**src/rtl/fifo_uart_tester.sv**
```systemverilog
// UART-commanded FIFO exerciser: writes INC/DEC bursts, reads words back to the UART,
// or verifies the FIFO contents against the last pattern and reports 'P'/'F'.
module fifo_uart_tester #(
  parameter int unsigned DATA_BITS = 8,
  parameter int unsigned BURST_LEN = 256,
  parameter int unsigned CNT_BITS  = 16
) (
  input  logic                 clk_in,
  input  logic                 n_rst,
  input  logic                 uart_rx_valid_in,
  input  logic [7:0]           uart_rx_data_in,
  input  logic                 uart_tx_ready_in,
  input  logic                 fifo_full_in,
  input  logic                 fifo_empty_in,
  input  logic [DATA_BITS-1:0] fifo_rd_data_in,
  output logic                 fifo_wr_en,
  output logic [DATA_BITS-1:0] fifo_wr_data_out,
  output logic                 fifo_rd_en,
  output logic                 uart_tx_en,
  output logic [DATA_BITS-1:0] uart_tx_data_out,
  output logic                 busy_out,
  output logic [CNT_BITS-1:0]  err_count_out
);

  typedef enum logic [2:0] {StIdle, StWrite, StRdReq, StRdTake, StReport} state_e;

  localparam logic [CNT_BITS-1:0]  LastCnt = CNT_BITS'(BURST_LEN - 1);
  localparam logic [DATA_BITS-1:0] ByteP   = DATA_BITS'(8'h50);
  localparam logic [DATA_BITS-1:0] ByteF   = DATA_BITS'(8'h46);
  localparam logic                 PatInc  = 1'b0;
  localparam logic                 PatDec  = 1'b1;
  localparam logic                 ModeRd  = 1'b0;
  localparam logic                 ModeVfy = 1'b1;

  state_e               r_state, w_state_d;
  logic                 r_pattern, w_pattern_d;
  logic                 r_mode, w_mode_d;
  logic                 r_cap_vld, w_cap_vld_d;
  logic [CNT_BITS-1:0]  r_cnt, w_cnt_d;
  logic [CNT_BITS-1:0]  r_exp, w_exp_d;
  logic [CNT_BITS-1:0]  r_err, w_err_d;
  logic [DATA_BITS-1:0] r_cap, w_cap_d;
  logic [DATA_BITS-1:0] r_tx_data, w_tx_data_d;

  function automatic logic [DATA_BITS-1:0] pattern_of(input logic dec,
                                                      input logic [CNT_BITS-1:0] v);
    logic [DATA_BITS-1:0] t;
    t = DATA_BITS'(v);
    return dec ? ~t : t;
  endfunction

  assign fifo_wr_data_out = pattern_of(r_pattern, r_cnt);
  assign uart_tx_data_out = r_tx_data;
  assign err_count_out    = r_err;
  assign busy_out         = (r_state != StIdle);

  always_comb begin
    w_state_d   = r_state;
    w_pattern_d = r_pattern;
    w_mode_d    = r_mode;
    w_cap_vld_d = r_cap_vld;
    w_cnt_d     = r_cnt;
    w_exp_d     = r_exp;
    w_err_d     = r_err;
    w_cap_d     = r_cap;
    w_tx_data_d = r_tx_data;
    fifo_wr_en  = 1'b0;
    fifo_rd_en  = 1'b0;
    uart_tx_en  = 1'b0;

    unique case (r_state)
      StIdle: begin
        if (uart_rx_valid_in) begin
          case (uart_rx_data_in)
            8'h77: begin  // 'w'
              w_pattern_d = PatInc;
              w_cnt_d     = '0;
              w_state_d   = StWrite;
            end
            8'h64: begin  // 'd'
              w_pattern_d = PatDec;
              w_cnt_d     = '0;
              w_state_d   = StWrite;
            end
            8'h72: begin  // 'r'
              w_mode_d  = ModeRd;
              w_state_d = StRdReq;
            end
            8'h76: begin  // 'v'
              w_mode_d  = ModeVfy;
              w_exp_d   = '0;
              w_err_d   = '0;
              w_state_d = StRdReq;
            end
            default: ;
          endcase
        end
      end

      StWrite: begin
        if (!fifo_full_in) begin
          fifo_wr_en = 1'b1;
          w_cnt_d    = r_cnt + 1'b1;
          if (r_cnt == LastCnt) w_state_d = StIdle;
        end
      end

      StRdReq: begin
        if (!fifo_empty_in) begin
          fifo_rd_en  = 1'b1;
          w_cap_vld_d = 1'b0;
          w_state_d   = StRdTake;
        end else if (r_mode == ModeVfy) begin
          w_tx_data_d = (r_err == '0) ? ByteP : ByteF;
          w_state_d   = StReport;
        end else begin
          w_state_d = StIdle;
        end
      end

      StRdTake: begin
        // First cycle only captures the read word; it is acted on the cycle after.
        if (!r_cap_vld) begin
          w_cap_d     = fifo_rd_data_in;
          w_cap_vld_d = 1'b1;
          if (r_mode == ModeRd) w_tx_data_d = fifo_rd_data_in;
        end else if (r_mode == ModeRd) begin
          if (uart_tx_ready_in) begin
            uart_tx_en = 1'b1;
            w_state_d  = StRdReq;
          end
        end else begin
          if ((r_cap != pattern_of(r_pattern, r_exp)) && (r_err != '1)) begin
            w_err_d = r_err + 1'b1;
          end
          w_exp_d   = r_exp + 1'b1;
          w_state_d = StRdReq;
        end
      end

      StReport: begin
        if (uart_tx_ready_in) begin
          uart_tx_en = 1'b1;
          w_state_d  = StIdle;
        end
      end

      default: w_state_d = StIdle;
    endcase
  end

  always_ff @(posedge clk_in or negedge n_rst) begin
    if (!n_rst) begin
      r_state   <= StIdle;
      r_pattern <= PatInc;
      r_mode    <= ModeRd;
      r_cap_vld <= 1'b0;
      r_cnt     <= '0;
      r_exp     <= '0;
      r_err     <= '0;
      r_cap     <= '0;
      r_tx_data <= '0;
    end else begin
      r_state   <= w_state_d;
      r_pattern <= w_pattern_d;
      r_mode    <= w_mode_d;
      r_cap_vld <= w_cap_vld_d;
      r_cnt     <= w_cnt_d;
      r_exp     <= w_exp_d;
      r_err     <= w_err_d;
      r_cap     <= w_cap_d;
      r_tx_data <= w_tx_data_d;
    end
  end

endmodule

```
**config.mk**
```make
export PLATFORM = sky130hd
export DESIGN_NAME = fifo_uart_tester
export DESIGN_NICKNAME = d
export VERILOG_FILES = /design/src/rtl/fifo_uart_tester.sv
export SDC_FILE = /design/constraint.sdc
export NUM_CORES = 1
export LEC_CHECK = 0
export BUFFER_PORTS_ARGS = -buffer_cell sky130_fd_sc_hd__buf_2
export CORE_ASPECT_RATIO = 0.75
export CORE_UTILIZATION = 30
export DETAILED_ROUTE_END_ITERATION = 10
export PLACE_DENSITY = 0.47
export SYNTH_ARGS = -nofsm -noshare
export SYNTH_HDL_FRONTEND = slang
export SYNTH_SLANG_ARGS = --single-unit
```
**constraint.sdc**
```tcl
create_clock -name clk_in -period 2.95 [get_ports clk_in]
set_input_delay 0.295 -clock clk_in [delete_from_list [all_inputs] [get_ports clk_in]]
set_output_delay 0.295 -clock clk_in [all_outputs]
set_load 0.02 [all_outputs]
```
==> Word level (Yosys, flattened, before mapping) <==
Cells that the tools add are included.
{ "op_classes": {"eq_ne": 27, "n_bitwise": 3, "n_reduce_logical": 20, "add_sub_neg": 3, "mux": 44} }
{ "op_table": {"columns": ["op", "count"], "rows": [
  ["$mux 16", 10],
  ["$pmux 16 s2", 3],
  ["$add 16x1->16 const B", 3],
  ["$mux 8", 6],
  ["$eq 8x7->1 const B", 4],
  ["$mux 3", 9],
  ["$ne 2x2->1 const B", 13],
  ["$eq 16x8->1 const B", 1],
  ["$logic_not 16->1", 1],
  ["$ne 16x16->1 const B", 1],
  ["$not 8->8", 2],
  ["$pmux 8 s2", 1],
  ["$pmux 3 s5", 1],
  ["$reduce_and 5->1", 2],
  ["$reduce_bool 2->1", 5],
  ["$mux 1", 8],
  ["$ne 8x8->1", 1],
  ["$pmux 1 s2", 4],
  ["$reduce_and 7->1", 1],
  ["$eq 3x2->1 const B", 2],
  ["$ne 3x3->1 const B", 2],
  ["$pmux 3 s2", 1],
  ["$reduce_and 3->1", 2],
  ["$reduce_and 6->1", 1],
  ["other kinds (11)", 13]
]} }
{ "word_totals": {"in_bits": 22, "reg_bits": 70} }

==> Depth between registers and ports, before layout <==
{ "logic_depth": {"depth_word": 8, "ltp_mapped": 9, "mapped_depth_nobuf": 7} }

==> Worst setup path after synthesis <==
OpenSTA, ideal clock, no wires.
{ "synth_path": {"path_kind": "flip-flop to flip-flop", "from": "reg r_state[1]", "to": "reg r_cnt[13]", "n_path_buf": 1, "stages_incl_launch_ff": 8, "t_required_ns": 2.872, "slack_ns": 0.222, "arrival_ns": 2.650, "setup_time_ns": 0.078, "path_cell_list": "dfrtp_1 or4b_4 a2111oi_4 o2111ai_2 or4_1 clkbuf_1 or3_1 a21oi_1"} }
{ "synth_via": {"elab_chain_cells": 3} }
{ "synth_lines": {"columns": ["item", "line_no", "rtl"], "rows": [
  ["start: declaration", "35", "state_e r_state, w_state_d;"],
  ["start signal: assignment", "154", "r_state <= StIdle;"],
  ["start signal: assignment", "164", "r_state <= w_state_d;"],
  ["$eq 3x1->1 / $logic_not 3->1 (equally long branches)", "71", "unique case (r_state)"],
  ["$ne 2x2->1 (no source line) / $reduce_bool 2->1 (equally long branches)", null, null],
  ["$reduce_and 4->1 (no source line)", null, null],
  ["end signal: assignment", "168", "r_cnt <= w_cnt_d;"],
  ["end: declaration", "39", "logic [CNT_BITS-1:0] r_cnt, w_cnt_d;"]
]} }
Parallel ways exist; a longest one is shown, timed or not.
A chain may end at the register's enable or synchronous reset.

==> Worst setup path in the final report <==
{ "layout_path": {"from": "reg r_state[1]", "to": "reg r_cnt[15]"} }
The elaborated chain is that of the path after synthesis.

==> results.cfg <==
[synth]
yosys.area.top_type_share = 0.454
synth_enable_flop_cells = 0
avgSynthCellArea_um2 = 9.41
syn-num-nets = 389
synth_area_leaders = dfrtp_1 45%, o21ai_0 4.2%, mux2_2 3.6%
synth_adder_area_share = 0.0147
synth.top_cells.by_count = 62 x dfrtp_1, 32 x nand2_1, 31 x nor2_1
synthMostInstantiatedCell = dfrtp_1
synthesized_area_fraction_occupied_by_xor_and_xnor_cells = 0.0641
synth_top_family_by_area = simple AND/OR/NAND/NOR gates
synth_cell_types = 47
synth_sequential_area_ratio = 0.454
share_of_synthesized_flip_flops_with_an_asynchronous_set_or_reset = 1.00
netlist.top_cell.by_area = dfrtp_1
synth-simple-area-share = 0.239
synthFlopType = dfrtp_1
synthesis.yosys.warnings = 0
mux_share_of_post_synthesis_cell_area = 0.0509
synth_cells = 363
synth_compound_area_frac = 0.145
postSynthRegisterBits = 62
netlist_area_um2 = 3420

[power]
total_power_mw = 2.31
seq_power_share = 0.412
combinationalPowerShare = 0.123
power_density_nw_per_um2 = 545
power.switching_mw = 0.616
power_report.internal_total_mw = 1.70
p_leak_nw = 1.96
switching_share = 0.266
max-vdd-ir-drop_mv = 0.283
clkPwrFrac = 0.465

[clock_network]
clock_buffer_count_from_cts = 9
count_of_h_tree_levels_built_during_cts = 3
clock_insertion_delay_worst_skew_ns = 0.33
cts.path.max_buffers = 2
cts_setup_buffers = 0
cts_tree = done
cts.reportedPaths.clkPinSlew_ns = 0.06
post_cts.resized_instances = 0
clk_root_buffer_cell = clkbuf_16
cts-hold-fix-buffers = 0
clock_sinks = 62

[global_route]
wire_length_of_the_first_global_routing_pass_um = 15100
globalRoute.totalOverflow = 0
grt_start_max_net_pins = 37
number_of_antenna_violations_at_the_first_check_in_global_routing = 0
grt_pass1_vias = 2832
globalRouteTotalUtil = 0.166

[worst_setup_path]
crit_path_max_delay_cell_type = or4_1
element_type_at_the_critical_path_end = flop
critPathArrivalTime_ns = 2.97
required_ns = 3.21
timing.critical_path.slowest_cell_delay_ns = 0.63
timing.critical_path.from_type = flop
critical_path_peak_fanout = 7
critPathKind = flop to flop
critical_path.cell_chain = or4b_4, a2111oi_4, o2111ai_2, or4_1, or3_1, a21oi_1
worst_r2r_path_depth = 6

[detailed_routing]
antenna_violation_net_count_after_detailed_routing = 0
detail_route.first_pass.iterations = 7
post_drt_via_cell_ratio = 5.23
totalWireLength_um = 9080
drtIter0Drc = 172
avgRoutedWirePerCell_um = 15.7
drc = 5
vias = 3023

[placed_design]
placed_cells_incl_taps = 562
gp_routability_congestion = 0.777
dpl-instance-area_um2 = 3940
port-buffer-count = 57
place.detailed.hpwl_um = 6580
placement.setup.worst_slack_ns = 0.227

[job]
cap_violations = 0

[sta]
finalMaxSlewViolations = 0
setup_viol_count_final = 0
max_slew_margin = 0.449
post-route-period-util = 0.921
fmax_ghz = 0.368
min_period_ns = 2.72
worst-slew-pin-transition_ns = 0.826
setup-tns-final_ns = 0
setup_repair_after_global_routing_missed_its_margin = no
timing.hold.ws_ns = 0.0634
clock_skew_ns = 0.00505
post-route-worst-setup-slack_ns = 0.234
finalHoldViolCount = 0

[final_layout]
syn2layout_area_growth_pct = 24.3
layout.core_utilization = 0.385
stdcell_area_um2 = 4250
ff_latch_area_um2 = 1550
fillers = 1096
multi_input_comb_area_um2 = 1760
final_layout_size_suffix_gt1_frac = 0.244
nNetsFinal = 459
layoutNonFillerInstCount = 578
antenna_cells_inserted = 0

[die]
initial_utilization = 0.310
floorplan.core_area_um2 = 11000
die_h_um = 94.4
dieWidth_um = 125
num_rows = 33
pin_count = 58
floorplan.die_area_um2 = 11800

[status]
run_status = finished, violations left
failing_checks = DRC

[worst_hold_path]
holdCritPathClass = primary input to asynchronous set/reset pin
[layer usage]
metal  vias up  track usage  routed length, µm
li1       1474            -                  -
met4         0       0.0457                 70
met2        89        0.228               3650
met3         8       0.0499                584
met5         -            0                  0
met1      1452        0.248               4780
[worst paths after layout]
path	start	to	slack, ns
worst min register to register	uart_tx_data_out[1]	uart_tx_data_out[1]	0.47
min in group clk_in	fifo_rd_data_in[5]	uart_tx_data_out[5]	0.20
max in group asynchronous	n_rst	r_cnt[1]	2.15
worst min-delay path	n_rst	r_cnt[8]	0.06
worst max register to register	r_state[1]	r_cnt[15]	0.23
worst max-delay path	r_state[1]	r_cnt[15]	0.23
[state kept, by name, summed over array words and instances (netlist names)]
signal	cells
err_count_out	16
r_cnt	16
r_pattern	1
r_cap	8
r_state	3
r_cap_vld	1
uart_tx_data_out	8
r_exp	8
r_mode	1
[critical path, delay by kind of cell, from the launching register on]
kind	cells	cell delay, ns
compound gates	3	0.72
simple gates	3	1.54
flops	1	0.37
[cell families (layout without fill, tap and decap cells)]
kind of cell / Yosys count / in the layout
AND/OR/NAND/NOR: 152 / 152
flip-flops: 62 / 62
XOR/XNOR: 25 / 25
adder cells (fa/ha/maj): 4 / 4
multiplexers: 16 / 16
AO/OA/AOI/OAI: 75 / 75
buffers and inverters: 29 / 104
[power by group through the flow]
| stage | sequential, mW | combinational [mW] | clock [mW] |
|---|---|---|---|
| detailed placement | 0.968 | 0.285 | 0 |
| CTS | 0.953 | 0.288 | 1.10 |
| global placement | 0.967 | 0.286 | 0 |
| global route | 0.959 | 0.313 | 1.14 |
| floorplan | 0.954 | 0.173 | 0 |
| finish | 0.954 | 0.284 | 1.08 |
[cells in the final DEF (no fill, tap or decap), types with 2 or more instances in the layout]
| cell | Yosys | final |
|---|---|---|
| clkbuf_8 | 0 | 2 |
| nand3_1 | 13 | 13 |
| o311ai_0 | 3 | 3 |
| nor2b_1 | 2 | 2 |
| and3_1 | 8 | 8 |
| buf_4 | 0 | 16 |
| a22o_1 | 4 | 4 |
| o31ai_1 | 9 | 9 |
| nor2_1 | 31 | 31 |
| o211ai_1 | 7 | 7 |
| dfrtp_1 | 62 | 62 |
| ha_1 | 4 | 4 |
| nor4b_1 | 3 | 3 |
| mux2i_1 | 5 | 5 |
| nor3_1 | 7 | 7 |
| mux2_2 | 11 | 11 |
| nand2b_1 | 3 | 3 |
| buf_2 | 0 | 57 |
| or3b_2 | 3 | 3 |
| or3_1 | 7 | 7 |
| clkinv_2 | 0 | 3 |
| a21oi_1 | 12 | 12 |
| nand4_1 | 14 | 14 |
| nor3b_1 | 2 | 2 |
| xnor2_1 | 11 | 11 |
| a21o_1 | 2 | 2 |
| and2_1 | 2 | 2 |
| inv_1 | 15 | 15 |
| clkbuf_16 | 0 | 9 |
| o21ai_0 | 29 | 29 |
| nand2_1 | 32 | 32 |
| or4_1 | 8 | 8 |
| nor4_1 | 8 | 8 |
| xor2_1 | 14 | 14 |
| a31oi_1 | 2 | 2 |
[area by class of cell]
cell class                      count  share of cell area
Multi-Input combinational cell    272               0.413
Clock inverter                      4              0.0106
Tap cell                          140              0.0413
Inverter                           15              0.0133
Timing Repair Buffer               73              0.0955
Sequential cell                    62               0.365
Clock buffer                       12              0.0604
No activity file was read; power rests on OpenSTA's default activity.
